===== config.mk =====
export PLATFORM = sky130hd
export DESIGN_NAME = pipe_mux_reg
export DESIGN_NICKNAME = d
export VERILOG_FILES = /design/src/rtl/pipe_mux_reg_pkg.sv /design/src/rtl/mux_n_w.sv /design/src/rtl/pipe_mux_reg.sv
export SDC_FILE = /design/constraint.sdc
export NUM_CORES = 1
export LEC_CHECK = 0
export CORE_ASPECT_RATIO = 1.4
export CORE_MARGIN = 2
export CORE_UTILIZATION = 40
export DETAILED_ROUTE_END_ITERATION = 12
export PLACE_DENSITY = 0.82
export REMOVE_ABC_BUFFERS = 1
export SYNTH_ARGS = -nofsm -noshare
export SYNTH_HDL_FRONTEND = slang
export SYNTH_SLANG_ARGS = --single-unit

===== constraint.sdc =====
create_clock -name clk -period 2.3 [get_ports clk]
set_clock_uncertainty 0.1 [all_clocks]
set_input_delay 0.46 -clock clk [delete_from_list [all_inputs] [get_ports clk]]
set_output_delay 0.46 -clock clk [all_outputs]
set_load 0.05 [all_outputs]

===== src/rtl/pipe_mux_reg_pkg.sv =====
// Shared definitions for the pipe_mux_reg block: occupancy-encoded state values.
// The state value equals the number of buffered entries, so occupancy is the state itself.
// Encoding 3 is unreachable; the FSM treats it as empty.
package pipe_mux_reg_pkg;

   typedef enum logic [1:0] {
      ST_EMPTY = 2'd0,
      ST_ONE   = 2'd1,
      ST_TWO   = 2'd2
   } state_e;

endpackage


===== src/rtl/mux_n_w.sv =====
// Generic N:1 selector, WIDTH bits per channel, all-zero output for out-of-range select.
// Latency: purely combinational.
// Backpressure: none (no handshake).
// Ports:
//   data : N_CH*WIDTH flattened channels, channel i at [i*WIDTH +: WIDTH]
//   sel  : binary channel index
//   y    : selected channel, or zero when sel >= N_CH
module mux_n_w #(
   parameter  int WIDTH = 32,
   parameter  int N_CH  = 4,
   localparam int SEL_W = $clog2(N_CH)
) (
   input  logic [N_CH*WIDTH-1:0] data,
   input  logic [SEL_W-1:0]      sel,
   output logic [WIDTH-1:0]      y
);

   // Zero default covers every unmatched sel value, so no latch and no X
   // when N_CH is not a power of two.
   always_comb begin
      y = '0;
      for (int i = 0; i < N_CH; i++) begin
         if (sel == SEL_W'(i)) begin
            y = data[i*WIDTH +: WIDTH];
         end
      end
   end

endmodule


===== src/rtl/pipe_mux_reg.sv =====
// N-channel selector feeding a registered 2-entry skid buffer (valid/ready).
// Latency: 1 cycle from input transfer to out_valid; full throughput.
// Backpressure: in_ready comes from state only, never combinationally from out_ready.
// Ports:
//   clk, rst (async active-high), flush (sync discard of all entries)
//   ch_data/sel/in_valid/in_ready : upstream side, sel sampled with the transfer
//   out_data/out_valid/out_ready  : downstream side, out_data is the head entry
//   occupancy                     : entries held (0..2)
//   sel_err (only with PIPE_MUX_SEL_ERR_EN) : sticky flag, set by a push with sel >= N_CH
module pipe_mux_reg
   import pipe_mux_reg_pkg::*;
#(
   parameter  int WIDTH = 32,
   parameter  int N_CH  = 4,
   localparam int SEL_W = $clog2(N_CH)
) (
   input  logic                  clk,
   input  logic                  rst,
   input  logic                  flush,
   input  logic [N_CH*WIDTH-1:0] ch_data,
   input  logic [SEL_W-1:0]      sel,
   input  logic                  in_valid,
   output logic                  in_ready,
   output logic [WIDTH-1:0]      out_data,
   output logic                  out_valid,
   input  logic                  out_ready,
   output logic [1:0]            occupancy
`ifdef PIPE_MUX_SEL_ERR_EN
   ,
   output logic                  sel_err
`endif
);

   state_e           state_q, state_d;
   logic [WIDTH-1:0] main_q, main_d;
   logic [WIDTH-1:0] skid_q, skid_d;
   logic [WIDTH-1:0] mux_y;
   logic             push;
   logic             pop;

   mux_n_w #(
      .WIDTH (WIDTH),
      .N_CH  (N_CH)
   ) u_mux (
      .data (ch_data),
      .sel  (sel),
      .y    (mux_y)
   );

   // Ready depends on the state register and reset only.
   assign in_ready = (state_q != ST_TWO) & ~rst;
   assign push     = in_valid & in_ready;
   assign pop      = out_valid & out_ready;
   assign out_data = main_q;

   // The unreachable encoding reads as empty.
   always_comb begin
      out_valid = 1'b0;
      occupancy = 2'd0;
      case (state_q)
         ST_ONE: begin
            out_valid = 1'b1;
            occupancy = 2'd1;
         end
         ST_TWO: begin
            out_valid = 1'b1;
            occupancy = 2'd2;
         end
         default: begin
            out_valid = 1'b0;
            occupancy = 2'd0;
         end
      endcase
   end

   always_comb begin
      state_d = state_q;
      main_d  = main_q;
      skid_d  = skid_q;
      if (flush) begin
         // Buffered data is left stale; only the state is cleared.
         state_d = ST_EMPTY;
      end else begin
         case (state_q)
            ST_ONE: begin
               if (push && pop) begin
                  main_d = mux_y;
               end else if (push) begin
                  state_d = ST_TWO;
                  skid_d  = mux_y;
               end else if (pop) begin
                  state_d = ST_EMPTY;
               end
            end
            ST_TWO: begin
               // in_ready is low here, so only a pop can happen.
               if (pop) begin
                  state_d = ST_ONE;
                  main_d  = skid_q;
               end
            end
            default: begin
               if (push) begin
                  state_d = ST_ONE;
                  main_d  = mux_y;
               end else begin
                  state_d = ST_EMPTY;
               end
            end
         endcase
      end
   end

   always_ff @(posedge clk or posedge rst) begin
      if (rst) begin
         state_q <= ST_EMPTY;
         main_q  <= '0;
         skid_q  <= '0;
      end else begin
         state_q <= state_d;
         main_q  <= main_d;
         skid_q  <= skid_d;
      end
   end

`ifdef PIPE_MUX_SEL_ERR_EN
   logic sel_err_q, sel_err_d;

   always_comb begin
      sel_err_d = sel_err_q;
      if (push && (int'(sel) >= N_CH)) begin
         sel_err_d = 1'b1;
      end
   end

   always_ff @(posedge clk or posedge rst) begin
      if (rst) begin
         sel_err_q <= 1'b0;
      end else begin
         sel_err_q <= sel_err_d;
      end
   end

   assign sel_err = sel_err_q;
`endif

endmodule


==> results of run 1 <==
## state kept, by name (all words and copies together) (netlist names)
signal,cells
out_data,32
skid_q,32
state_q,2
## cell usage after synthesis (all sizes together) (2+ instances only)
cell / n
a21oi: 38
buf: 19
clkbuf: 12
dfrtp: 66
ha: 3
inv: 38
mux2: 96
mux2i: 32
nand2: 34
nand2b: 3
nor2: 2
nor3: 2
o21ai: 33
o22ai: 32
## final cells by class
type	instances	area [µm²]	area share, %
multi-input combinational	284	2280	34.4
clock buffer	15	288	4.34
inverter	38	143	2.15
tap	138	173	2.60
timing repair buffer	196	2070	31.2
clock inverter	1	30.0	0.452
sequential	66	1650	24.9
## kinds of logic after synthesis
kind of cell | after synthesis
muxes | 128
AOI/OAI and AO/OA | 106
buffers and inverters | 69
DFF | 66
and+or+nand+nor | 47
adders and majority gates | 3
## power by group
group | internal (mW) | total (mW) | switching [mW]
logic | 0.954 | 2.21 | 1.26
registers | 1.54 | 1.76 | 0.215
clock network | 0.958 | 1.41 | 0.454
total | 3.45 | 5.38 | 1.93
## worst min-delay path by stage
stage                         to  slack, ns  cells past startpoint
floorplan              skid_q[0]       0.35                      2
global placement      skid_q[23]       0.36                      2
detailed placement    skid_q[25]       0.37                      2
CTS                   skid_q[25]       0.38                      2
global route        out_data[12]       0.40                      1
finish                skid_q[25]       0.38                      2
## repair_timing
item / 4_1_cts / 5_1_grt
cloned: 2 / 1
buffers inserted: 3 / 0
gates resized for setup: 3 / 4
endpoints found under the hold margin: 0 / 0
endpoints found under the setup margin: 15 / 33
## stage by stage
stage / worst slack, ns / util [%] / cells / power (mW) / TNS [ns]
2_1_floorplan: -1.11 / - / 388 / 3.01 / -66.00
3_3_place_gp: -0.121 / 59.9 / 716 / 3.85 / -3.10
3_5_place_dp: -0.155 / 59.9 / 716 / 3.94 / -3.94
4_1_cts: -0.00727 / 64.1 / 737 / 5.41 / -0.0288
5_1_grt: -0.00407 / 64.5 / 738 / 5.64 / -0.0108
6_report: 0.0461 / 64.5 / 738 / 5.38 / 0
## worst max-delay path, stage by stage (launching register included)
cell	delay (ns)
dfrtp_1	0.40
inv_2	0.09
ha_4	0.21
nand2b_4	0.14
or4_4	0.43
o31ai_4	0.11
buf_12	0.17
clkbuf_16	0.14
mux2_1	0.33
## metal layers
layer	track usage, %	vias to the layer above	part of all wire [%]
met2	39.6	142	54
met3	5.06	27	5.3
met5	0	-	0
met4	10.8	0	3.5
met1	23.0	1851	37
li1	-	1842	-
==> metrics.txt, run 1 <==
Post-Synth XOR/XNOR Area=0%; Hold WC Path Type=reg -> reg; DR pass1 iterations=4; Worst-path clk slew=approximately 0.050 ns; Critical path destination=out_data[27]; Seq/Total Area, Yosys=a little under 40%; period utilization=slightly below 100%; Max-cap violations=0; proportion of layout cells with a drive suffix above 1=~22%; Post-Synth Simple-Gate Area=roughly 5.2%; CP startpoint=state_q[0]; Ports=around 170; reg2reg setup slack=about 0.046 ns; Initial Util=just over 40%; Vias/cell=between 5 and 6; Post-synth EDFFs=0; post-synthesis compound-gate area fraction=14.1%; critical path type=reg -> reg; Final Wtd Congestion=~0.88; Area contributors post-synth=dfrtp_1 39%, mux2_2 21%, mux2i_1 7.6%; CP Capture Type=register; reg2reg start=state_q[0]; hold path startpoint=skid_q[25]; mux cell area share after synthesis=33.4%; P_leak=between 2 and 3 nW; setup violators final=0; Clock Path Buffers=2; IO Port Bufs=170; RSZ-0062 raised after global routing=true; # DRC=0; hold slack=approximately 0.38 ns; Synth warnings=0; Die ar.=11300 µm²; die width=90.6 µm; Post-CTS Hold Buffers=0; count of final max-slew check failures=0; routed length per instance=around 17 µm; Post-DP HPWL=8780 µm; total CTS buffers=9; Reg-to-Reg End=out_data[27]; CTS tree=yes; Post-Syn Area=about 4200 µm²; number of cells on the worst reg-to-reg path=8; commonest non-fill, non-tap cells in the layout=164 x clkdlybuf4s50_1, 77 x mux2_2, 66 x dfrtp_1; vias in the first global route=between 4000 and 5000; status=finished clean; fillers=a little under 800; vias=3862; Clk Latency, worst-skew pair=around 0.32 ns; Die H=~130 µm; Syn-to-layout area delta=58.0%; VDD IR max=~440 µV; adder-cell area share of the yosys netlist=less than 1%; grt ovf=0; Setup crit start kind=register; FFs w/ async S/R, synth=100%; Least-Margin Pin Slew=approximately 0.74 ns; area leader, netlist=dfrtp_1; final cell area excluding filler cells=approximately 6600 µm²; CTS Root Cell=clkbuf_16; Ant. Diodes=0; initial antenna violation count=0; Worst Path Arrival=~2.4 ns; syn avg cell area=10.0 µm²; clk sink count=66; Highest Clock Rate=approximately 0.44 GHz; largest family of logic cells by synthesized area=multiplexers; core area=between 10000 and 15000 µm²; first-pass GRT wire length=19700 µm; Tmin final=roughly 2.3 ns; Placement Cell Area=6170 µm²; PwrDens=between 800 and 900 nW/µm²; post-synth top area share=between 30 and 40%; Initial DRC Count=196; Main synth FF type=dfrtp_1; pin count of the biggest net entering global routing=65; Final Hold Vio Count=0; #FFs+latches synth=66; Cell Rows=44; nets@finish=733; Antenna Violating Nets Remaining=0; final wirelength=between 10000 and 15000 µm; CTS HTree Levels=3; Yosys cell types=27; worst rel slew slack=50.9%; Worst EP required=about 2.4 ns; Mapped Cells=419; total global-route track usage=a little over a fifth; most common cell after layout, fill and taps aside=clkdlybuf4s50_1; Critical Path Fanout Max=6
Note: power is estimated with default switching activity, not from simulation.
==> run 2, diff against run 1 <==
Settings changed: CORE_MARGIN 2 to 3, SKIP_LAST_GASP set to 1.
==> metrics.txt, run 2 (same netlist as run 1, synthesis figures left out) <==
Least-Margin Pin Slew=0.736 ns (-0.00111 ns); RSZ-0062 raised after global routing=true; DR pass1 iterations=5 (+1); Final WS setup=0.00963 ns (-0.0364 ns); initial antenna violation count=0 (unchanged); PwrDens=817 nW/µm² (+0.77%); Cell Count, Final, Fillers Out=729 (-1.2%); P_leak=2.72 nW (-2.8%); most common cell after layout, fill and taps aside=clkdlybuf4s50_1; nets@finish=727 (-0.82%); Clk Latency, worst-skew pair=0.32 ns (about the same); Critical path destination=out_data[19]; IO Port Bufs=170 (unchanged); Cell Rows=43 (-2.3%); total CTS buffers=9 (unchanged); number of cells on the worst reg-to-reg path=7 (-1); commonest non-fill, non-tap cells in the layout=164 x clkdlybuf4s50_1, 78 x mux2_2, 66 x dfrtp_1; proportion of layout cells with a drive suffix above 1=21.4% (-0.95 points); Max-cap violations=0 (unchanged); CTS HTree Levels=3 (unchanged); Highest Clock Rate=0.437 GHz (-1.6%); pin count of the biggest net entering global routing=67 (+3.1%); grt ovf=0 (unchanged); vias in the first global route=4154 (+0.87%); critical path type=reg -> reg; Placed Instances=711 (-0.70%); Setup crit start kind=register; status=finished clean; CTS tree=yes; Vias/cell=5.30 (+1.3%); slowest stage cell, crit path=or4_4; clk sink count=66 (unchanged); setup violators final=0 (unchanged); Clock Path Buffers=2 (unchanged); count of final max-slew check failures=0 (unchanged); CP peak stage delay=0.43 ns (about the same); hold slack=0.380 ns (+0.00195 ns); total global-route track usage=20.6% (-1.0 points); Antenna Violating Nets Remaining=0 (unchanged); Worst EP required=2.40 ns (about the same); Tot Pwr=5.28 mW (-1.9%); Critical Path Fanout Max=8 (+2); first-pass GRT wire length=19500 µm (-1.1%); Initial Util=41.7% (+0.95 points); CP Capture Type=register; setup total negative slack=0 ns (unchanged); Die ar.=11800 µm² (+3.8%); Post-DP HPWL=8840 µm (+0.68%); # DRC=0 (unchanged); final wirelength=12300 µm (-0.71%); CP startpoint=state_q[0]; CTS Root Cell=clkbuf_16; vias=3865 (+0.078%); reg2reg start=state_q[0]; core area=10100 µm² (-2.3%); Tmin final=2.29 ns (+0.0364 ns); worst rel slew slack=50.9% (+0.074 points); Final Hold Vio Count=0 (unchanged); Reg-to-Reg End=out_data[19]; Worst-path clk slew=0.05 ns (about the same); Initial DRC Count=212 (+8.2%); Ant. Diodes=0 (unchanged); routed length per instance=16.8 µm (+0.51%); VDD IR max=401 µV (-8.1%); Ports=171 (unchanged); Syn-to-layout area delta=53.9%; Die H=127 µm (+1.6%); Final Wtd Congestion=0.787 (-10%); period utilization=99.6% (+1.6 points); pre-CTS setup slack=-0.151 ns (+0.00398 ns); Hold WC Path Type=reg -> reg; reg2reg setup slack=0.01 ns (-0.04 ns); Worst Path Arrival=2.39 ns (+0.04 ns); CP cell instances=inv_2 > ha_2 > nand2b_4 > or4_4 > o31ai_4 > clkbuf_16 > mux2_2; die width=92.6 µm (+2.2%)
run 2: layout make-up:
type / count / area, µm²
flip-flops and latches: 66 / 1650
clock buffers: 14 / 264
repair buffers: 190 / 1940
well taps: 135 / 169
clock inverters: 2 / 35.0
multi-input cells: 284 / 2270
fillers: 818 / 3600
inverters: 38 / 143
run 2: worst max-delay path: cells and delay by family (launching register included):
family	cells	cell delay, ns
buffers and inverters	2	0.33
AOI/OAI and AO/OA	1	0.14
adders and majority gates	1	0.29
DFF	1	0.40
muxes	1	0.33
and+or+nand+nor	2	0.58
run 2: repair_timing:
action,in CTS,in global routing
hold buffers,0,0
endpoints found under the setup margin,1,13
cloned,0,1
setup buffers,0,1
resized for setup,1,4
run 2: metrics by stage:
step | area, µm² | utilization [%]
4_1_cts | 6420 | 63.8
3_5_place_dp | 6110 | 60.8
5_1_grt | 6460 | 64.3
2_1_floorplan | 4050 | -
6_report | 6460 | 64.3
3_3_place_gp | 6110 | 60.8
run 2: power by group:
| part | internal [mW] | total [mW] | switching (mW) |
|---|---|---|---|
| registers | 1.54 | 1.75 | 0.210 |
| clock network | 0.897 | 1.36 | 0.463 |
| logic | 0.922 | 2.17 | 1.25 |
| total | 3.36 | 5.28 | 1.92 |
run 2: worst min-delay path by stage:
stage | slack (ns) | endpoint | from | depth (start not counted)
after floorplan | 0.35 | skid_q[0] | skid_q[0] | 2
after global placement | 0.36 | skid_q[1] | skid_q[1] | 2
after detailed placement | 0.37 | skid_q[11] | skid_q[11] | 2
after CTS | 0.38 | skid_q[11] | skid_q[11] | 2
after global routing | 0.40 | skid_q[1] | skid_q[1] | 2
final | 0.38 | skid_q[7] | skid_q[7] | 2
run 2: routing by layer:
layer	global-route usage, %	vias up	part of all wire, %
met4	9.01	0	2.9
li1	-	1823	-
met3	4.71	26	6.4
met2	38.2	146	55
met1	22.1	1870	36
met5	0	-	0
